$ cat config.mk
export PLATFORM = sky130hd
export DESIGN_NAME = uart_alu_host
export DESIGN_NICKNAME = d
export VERILOG_FILES = /design/src/rtl/uart_alu_host.sv
export SDC_FILE = /design/constraint.sdc
export NUM_CORES = 1
export LEC_CHECK = 0
export CORE_MARGIN = 4
export CORE_UTILIZATION = 50
export DETAILED_ROUTE_END_ITERATION = 7
export GPL_TIMING_DRIVEN = 0
export PLACE_DENSITY = 0.71
export SYNTH_ARGS = -nofsm -noshare
export SYNTH_HDL_FRONTEND = slang
export SYNTH_SLANG_ARGS = --single-unit
$ cat constraint.sdc
create_clock -name clk -period 2.4 [get_ports clk]
set_input_delay 0.48 -clock clk [delete_from_list [all_inputs] [get_ports clk]]
set_output_delay 0.48 -clock clk [all_outputs]
set_load 0.1 [all_outputs]
$ cat src/rtl/uart_alu_host.sv
// -----------------------------------------------------------------------------
// uart_alu_host
//
// Host-side initiator for the UART ALU link. One accepted command is sent on
// sci_tx as three back-to-back 8N1 bytes (A, B, then CTRL = {4'b0, cs, cin}).
// The block then waits for the one-byte result on sci_rx, with a timeout.
// The result is reported as a single-cycle rsp_valid pulse carrying a status
// code.
//
// Parameters
//   BAUD_DIV     clk cycles per UART bit (must be >= 4)
//   TIMEOUT_CYC  cycles allowed from the end of the CTRL stop bit to the
//                detection of the response start bit
//
// Ports
//   clk, rst_n        system clock, asynchronous active-low reset
//   cmd_valid/ready   command handshake; ready is high only while idle
//   cmd_a, cmd_b      operands A and B
//   cmd_cs, cmd_cin   ALU operation select and carry in
//   sci_tx            UART line to the ALU board (idle high)
//   sci_rx            UART line from the ALU board (asynchronous)
//   rsp_valid         one-cycle pulse: rsp_data / rsp_err are valid
//   rsp_data          received result, held until the next rsp_valid
//   rsp_err           00 ok, 01 timeout, 10 framing error (stop bit 0)
//   busy              inverse of cmd_ready
// -----------------------------------------------------------------------------
module uart_alu_host #(
   parameter int BAUD_DIV    = 5208,
   parameter int TIMEOUT_CYC = 200000
) (
   input  logic       clk,
   input  logic       rst_n,
   input  logic       cmd_valid,
   output logic       cmd_ready,
   input  logic [7:0] cmd_a,
   input  logic [7:0] cmd_b,
   input  logic [2:0] cmd_cs,
   input  logic       cmd_cin,
   output logic       sci_tx,
   input  logic       sci_rx,
   output logic       rsp_valid,
   output logic [7:0] rsp_data,
   output logic [1:0] rsp_err,
   output logic       busy
);

   // ---------------------------------------------------------------------------
   // Constants
   // ---------------------------------------------------------------------------
   localparam int BW = $clog2(BAUD_DIV);
   localparam int TW = $clog2(TIMEOUT_CYC + 1);

   localparam logic [BW-1:0] BAUD_LAST = BW'(BAUD_DIV - 1);
   // The start bit is sampled half a bit after the falling edge, so every later
   // sample lands near the middle of its bit.
   localparam logic [BW-1:0] HALF_LAST = BW'(BAUD_DIV / 2 - 1);
   localparam logic [TW-1:0] TMO_LAST  = TW'(TIMEOUT_CYC - 1);
   localparam logic [TW-1:0] TMO_MAX   = TW'(TIMEOUT_CYC);

   localparam logic [3:0] BIT_STOP_PREV = 4'd8;   // last data bit of a frame
   localparam logic [3:0] BIT_STOP      = 4'd9;   // stop bit of a frame

   localparam logic [1:0] ERR_OK      = 2'b00;
   localparam logic [1:0] ERR_TIMEOUT = 2'b01;
   localparam logic [1:0] ERR_FRAME   = 2'b10;

   typedef enum logic [2:0] {
      S_IDLE,
      S_TX_A,
      S_TX_B,
      S_TX_C,
      S_WAIT_RSP,
      S_RX_BYTE,
      S_DONE
   } state_e;

   // ---------------------------------------------------------------------------
   // Registers
   // ---------------------------------------------------------------------------
   state_e          r_state;
   logic [7:0]      r_a;
   logic [7:0]      r_b;
   logic [7:0]      r_ctrl;
   logic [BW-1:0]   r_baud_cnt;     // cycles elapsed within the current bit
   logic [3:0]      r_bit_idx;      // frame bit: 0 start, 1..8 data, 9 stop
   logic [TW-1:0]   r_tmo_cnt;      // cycles spent waiting for the response
   logic [7:0]      r_rx_shift;
   logic            r_sci_tx;
   logic            r_cmd_ready;
   logic            r_rsp_valid;
   logic [7:0]      r_rsp_data;
   logic [1:0]      r_rsp_err;

   logic            r_rx_meta;
   logic            r_rx_sync;
   logic            r_rx_prev;

   // ---------------------------------------------------------------------------
   // Combinational helpers
   // ---------------------------------------------------------------------------
   logic [7:0]      w_tx_byte;
   logic            w_next_tx_bit;
   logic            w_baud_tick;
   logic            w_rx_tick;
   logic            w_rx_fall;
   logic            w_tmo_hit;

   // NOTE: every signal written here gets a default first, so no path leaves it
   // unassigned and no latch is inferred.
   always_comb begin
      w_tx_byte = r_ctrl;
      case (r_state)
         S_TX_A:  w_tx_byte = r_a;
         S_TX_B:  w_tx_byte = r_b;
         default: w_tx_byte = r_ctrl;
      endcase
   end

   // Level of the frame bit that follows the current one. From bit index 0..7
   // the next bit is data bit r_bit_idx; after d7 comes the stop bit.
   assign w_next_tx_bit = (r_bit_idx == BIT_STOP_PREV) ? 1'b1 : w_tx_byte[r_bit_idx[2:0]];

   assign w_baud_tick = (r_baud_cnt == BAUD_LAST);
   assign w_rx_tick   = (r_bit_idx == 4'd0) ? (r_baud_cnt == HALF_LAST)
                                            : (r_baud_cnt == BAUD_LAST);
   assign w_rx_fall   = r_rx_prev & ~r_rx_sync;
   // ">=" rather than "==": the counter keeps running while a glitch is being
   // qualified, so it may already be past the limit on the return to WAIT_RSP.
   assign w_tmo_hit   = (r_tmo_cnt >= TMO_LAST);

   // ---------------------------------------------------------------------------
   // sci_rx synchroniser and edge history
   // ---------------------------------------------------------------------------
   // NOTE: these flops reset to 1, the idle level of the line. Resetting them to
   // 0 would present a fake falling edge the first time the line is watched.
   always_ff @(posedge clk or negedge rst_n) begin
      if (!rst_n) begin
         r_rx_meta <= 1'b1;
         r_rx_sync <= 1'b1;
         r_rx_prev <= 1'b1;
      end else begin
         r_rx_meta <= sci_rx;
         r_rx_sync <= r_rx_meta;
         r_rx_prev <= r_rx_sync;
      end
   end

   // ---------------------------------------------------------------------------
   // Main FSM: command capture, transmitter, receiver and response reporting
   // ---------------------------------------------------------------------------
   // NOTE: all state here uses non-blocking assignments. Every branch then reads
   // the values from before the edge, and a later assignment in the block
   // overrides an earlier default.
   always_ff @(posedge clk or negedge rst_n) begin
      if (!rst_n) begin
         r_state     <= S_IDLE;
         r_a         <= 8'h00;
         r_b         <= 8'h00;
         r_ctrl      <= 8'h00;
         r_baud_cnt  <= '0;
         r_bit_idx   <= 4'd0;
         r_tmo_cnt   <= '0;
         r_rx_shift  <= 8'h00;
         r_sci_tx    <= 1'b1;
         r_cmd_ready <= 1'b1;
         r_rsp_valid <= 1'b0;
         r_rsp_data  <= 8'h00;
         r_rsp_err   <= ERR_OK;
      end else begin
         r_rsp_valid <= 1'b0;

         // The timeout runs from WAIT_RSP entry across any glitch qualification
         // in RX_BYTE. It saturates instead of wrapping.
         if ((r_state == S_WAIT_RSP || r_state == S_RX_BYTE) && (r_tmo_cnt != TMO_MAX)) begin
            r_tmo_cnt <= r_tmo_cnt + TW'(1);
         end

         case (r_state)
            S_IDLE: begin
               if (cmd_valid && r_cmd_ready) begin
                  r_a         <= cmd_a;
                  r_b         <= cmd_b;
                  r_ctrl      <= {4'b0000, cmd_cs, cmd_cin};
                  r_sci_tx    <= 1'b0;            // start bit of A
                  r_baud_cnt  <= '0;
                  r_bit_idx   <= 4'd0;
                  r_cmd_ready <= 1'b0;
                  r_state     <= S_TX_A;
               end
            end

            S_TX_A, S_TX_B, S_TX_C: begin
               if (w_baud_tick) begin
                  r_baud_cnt <= '0;
                  if (r_bit_idx == BIT_STOP) begin
                     r_bit_idx <= 4'd0;
                     if (r_state == S_TX_C) begin
                        r_sci_tx  <= 1'b1;
                        r_tmo_cnt <= '0;
                        r_state   <= S_WAIT_RSP;
                     end else begin
                        // Next byte's start bit follows the stop bit directly.
                        r_sci_tx <= 1'b0;
                        r_state  <= (r_state == S_TX_A) ? S_TX_B : S_TX_C;
                     end
                  end else begin
                     r_bit_idx <= r_bit_idx + 4'd1;
                     r_sci_tx  <= w_next_tx_bit;
                  end
               end else begin
                  r_baud_cnt <= r_baud_cnt + BW'(1);
               end
            end

            S_WAIT_RSP: begin
               if (w_rx_fall) begin
                  r_baud_cnt <= '0;
                  r_bit_idx  <= 4'd0;
                  r_state    <= S_RX_BYTE;
               end else if (w_tmo_hit) begin
                  r_rsp_err   <= ERR_TIMEOUT;
                  r_rsp_valid <= 1'b1;
                  r_state     <= S_DONE;
               end
            end

            S_RX_BYTE: begin
               if (w_rx_tick) begin
                  r_baud_cnt <= '0;
                  if (r_bit_idx == 4'd0) begin
                     // A start bit that is high again by mid-bit was a glitch.
                     if (r_rx_sync) begin
                        r_state <= S_WAIT_RSP;
                     end else begin
                        r_bit_idx <= 4'd1;
                     end
                  end else if (r_bit_idx == BIT_STOP) begin
                     r_rsp_data  <= r_rx_shift;
                     r_rsp_err   <= r_rx_sync ? ERR_OK : ERR_FRAME;
                     r_rsp_valid <= 1'b1;
                     r_state     <= S_DONE;
                  end else begin
                     // LSB arrives first; after eight shifts d0 sits in bit 0.
                     r_rx_shift <= {r_rx_sync, r_rx_shift[7:1]};
                     r_bit_idx  <= r_bit_idx + 4'd1;
                  end
               end else begin
                  r_baud_cnt <= r_baud_cnt + BW'(1);
               end
            end

            S_DONE: begin
               r_cmd_ready <= 1'b1;
               r_state     <= S_IDLE;
            end

            default: begin
               r_cmd_ready <= 1'b1;
               r_sci_tx    <= 1'b1;
               r_state     <= S_IDLE;
            end
         endcase
      end
   end

   // ---------------------------------------------------------------------------
   // Outputs
   // ---------------------------------------------------------------------------
   assign cmd_ready = r_cmd_ready;
   assign busy      = ~r_cmd_ready;
   assign sci_tx    = r_sci_tx;
   assign rsp_valid = r_rsp_valid;
   assign rsp_data  = r_rsp_data;
   assign rsp_err   = r_rsp_err;

endmodule

==> key figures <==
Routing
  • Via count of the routed design: roughly 3.4k
  • Wirelength, routed: about 9300 um
  • First-pass DRT Iterations: 4
  • Vias per std cell: 5.87
  • Violation count after the first detailed-routing iteration: 175
  • DR DRC count: 0
  • Wirelength per Cell: 16.2 um
  • Remaining number of nets flagged by the antenna check after routing: 0

STA
  • Final min period: roughly 2.3 ns
  • Final Hold Violating Endpoints: 0
  • Skew final: 0.0125 ns
  • Highest Clock Rate: between 400 and 500 MHz
  • Headroom to the max-slew limit: 0.343
  • Transition time at the pin with the least slew margin: between 0.9 and 1 ns
  • Share of the cycle needed by the critical path after routing: 0.973
  • Max Transition Viols Final: 0
  • Unrepaired setup endpoints after global routing: yes
  • Setup violation total in the final timing report: 0
  • Setup_tns: 0 ns

Setup path
  • Required @ worst endpoint: around 1.9 ns
  • Reg-to-reg slack, setup: 0.12 ns
  • CP Cell Sequence: clkdlybuf4s50_1
  • CP max-delay cell: clkdlybuf4s50_1
  • Source of the worst register-to-register timing path: r_baud_cnt[0]$_DFFE_PN0P_
  • Maximum cell stage delay along the critical path: 1.13 ns
  • Type of element capturing the critical path: output pin
  • Endpoint of the worst-slack reg-to-reg timing path: r_rx_shift[5]$_DFFE_PN0P_
  • Biggest fanout along the worst timing path: 2
  • R2R cell count: 5
  • Buffer and inverter count on the worst path: 1
  • Cell class contributing the biggest share of worst-path delay: buffers and inverters
  • CP arrival: between 1.5 and 2 ns
  • Critical path class: register to output pin
  • Kind of start point of the critical path: register

Finish
  • Utilization after layout: 0.610
  • Number of antenna diodes: 0
  • Final Non-Filler Cells: between 500 and 600
  • Fraction of layout cells with a size suffix above 1: 0.201
  • Total number of nets in the final design: 492
  • Design Area, Final: 5060 um^2
  • Layout-stage area growth over the synthesis result: 17.8%
  • Number of fill cells in the layout: 705

Yosys
  • Count of warnings emitted by yosys: 0
  • Post-synthesis sequential area ratio: 0.479
  • Cell area after synthesis: approximately 4300 um^2
  • Top cell types by occurrence after synthesis: dfrtp_1 (77), mux2_2 (36), nand2_1 (32), nor2_1 (31), o21ai_0 (30)
  • Post-Syn Nets: 440
  • Area share of xor/xnor cells in the synthesized design: 0.0326
  • Mapped Cells: 410
  • Mean Syn Cell Area: around 10 um^2
  • Unique masters post-synth: 66
  • Ys async rst share: 1.00
  • Number of enable-type register cells in the synthesized netlist: 0
  • Basic-gate share of the synthesized area counting and, or, nand and nor cells: 0.206
  • Ranking of synthesized cells by area: dfrtp_1 (45%), mux2_2 (9.4%), o21ai_0 (3.5%)
  • Compound-Gate Fraction of Synth Area: 0.133
  • Main combinational cell family by area after synthesis: simple AND/OR/NAND/NOR gates
  • Adder and majority cell fraction of the synthesized area: 0.0175
  • Cell taking the most area after synthesis: dfrtp_1
  • Primary flip-flop cell chosen by synthesis mapping: dfrtp_1
  • Mux contribution to synthesized area: 0.108
  • Synth top area share: 0.448
  • Count leader, synth: dfrtp_1
  • Synth Register Bits: 82

Pwr
  • Leak pwr: 2.27 nW
  • Worst supply voltage drop on vdd: 294 uV
  • Pwr Density: 482 nW/um^2
  • Overall Power: 0.00244 W

GRT
  • Pin count of the biggest net entering global routing: between 40 and 50
  • GRT met1 Usage: 0.256
  • Grt total ovfl: 0
  • Global-route met2 utilization: 0.332
  • First-pass GRT wire length: 16000 um
  • Via count of the first global-routing pass: 3416
  • Combined global-route utilization of all metal layers: 0.197
  • Met3 track demand over resource: 0.0422
  • Global routing's busiest layer: met2
  • Initial antenna violation count: 0

Clock tree
  • Library cell used as clock root buffer: clkbuf_8
  • TritonCTS buffer count: 9
  • Clock tree buffer depth: 2
  • Clock Sink Count: 82
  • Depth of the CTS H-tree: 3
  • Clock slew at the register clock pins of the worst setup and hold paths: approximately 0.10 ns
  • Number of hold buffers added after CTS: 0
  • Insertion delay to the later sink of the worst-skew pair: 0.36 ns
  • Clock tree from TritonCTS: built

Outcome
  • Outcome: finished clean

Floorplanning
  • Die extent in y: 101 um
  • Standard-cell row count: 33
  • Die outline area: 10100 um^2
  • Initial core utilization: 0.518
  • Overall die width: ~100 um
  • Std-Cell Core Area: slightly above 8000 um^2
  • Num ports: 38

Placement
  • Cell total after placement: 553
  • Buffers on Ports: 37
  • Instance area after placement: 4820 um^2
  • Hpwl dp: between 6000 and 7000 um
  • Routability congestion estimate from global placement: roughly 0.90

Job
  • Max-cap violations: 0

Worst hold path
  • Hold/Removal Path Class: input port to asynchronous set/reset pin
[per-stage QoR]
stage               hold slack [ns]  setup WS, ns
floorplan                     0.184         0.287
global placement              0.345         -2.05
detailed placement            0.351        0.0171
CTS                          0.0807       0.00955
global route                 0.0925       -0.0319
finish                       0.0708        0.0658
[state kept, by name, indices dropped and copies added (netlist names), 2 cells and up]
name        cells
r_tmo_cnt      18
r_baud_cnt     13
r_a             8
r_b             8
r_rx_shift      8
rsp_data        8
r_bit_idx       4
r_ctrl          4
r_state         3
rsp_err         2
[where the power goes]
part / total (W) / switching (W) / leakage (nW) / internal [W]
combinational: 0.0000730 / 0.0000345 / 1.12 / 0.0000385
sequential: 0.00139 / 0.00000157 / 1.06 / 0.00139
clock: 0.000980 / 0.000577 / 0.0951 / 0.000403
[final cells by class]
| cell class | instances | area (um^2) | share of cell area |
|---|---|---|---|
| Inverter | 10 | 37.5 | 0.00742 |
| Buffer | 14 | 65.1 | 0.0129 |
| Tap cell | 105 | 131 | 0.0260 |
| Clock buffer | 9 | 124 | 0.0245 |
| Sequential cell | 82 | 2060 | 0.407 |
| Timing Repair Buffer | 41 | 424 | 0.0838 |
| Clock inverter | 7 | 70.1 | 0.0138 |
| Multi-Input combinational cell | 304 | 2150 | 0.425 |
[worst max-delay path by stage]
stage	to	slack, ns	cells after the start	start
after global routing	r_baud_cnt[9]$_DFFE_PN0P_	-0.03	6	r_baud_cnt[0]$_DFFE_PN0P_
after floorplan	r_bit_idx[2]$_DFFE_PN0P_	0.29	5	cmd_ready$_DFFE_PN1P_
final	rsp_data[7]	0.07	1	rsp_data[7]$_DFFE_PN0P_
after CTS	rsp_err[1]	0.01	1	rsp_err[1]$_DFFE_PN0P_
after detailed placement	r_bit_idx[2]$_DFFE_PN0P_	0.02	8	r_bit_idx[1]$_DFFE_PN0P_
after global placement	rsp_data[5]$_DFFE_PN0P_	-2.05	1	rst_n
[metal layers]
metal | vias up | part of all wire
met5 | - | 0
met4 | 0 | 0.013
met3 | 11 | 0.044
met2 | 84 | 0.51
met1 | 1657 | 0.43
li1 | 1607 | -
[cells by family (layout without fill, tap and decap cells)]
kind of cell	after synthesis	after routing
buf+inv	24	81
simple gates	152	152
fa+ha+maj	6	6
flops	82	82
mux	42	42
compound gates	88	88
xor+xnor	16	16
[layout by cell type, fill, tap and decap left out, types with 8 or more instances in the layout]
master,count
clkbuf_8,9
clkdlybuf4s50_1,29
nand3_1,15
nor2_1,31
nand2_1,32
a21oi_1,18
inv_1,8
o21ai_0,30
mux2_2,36
nand2b_1,12
dfrtp_1,76
xor2_1,9
[repair_timing]
action | 4_1_cts | 5_1_grt
pin swaps | 0 | 2
setup buffers | 1 | 2
gates resized for setup | 3 | 12
endpoints found under the setup margin | 4 | 23
Note: power is estimated with default switching activity, not from simulation.
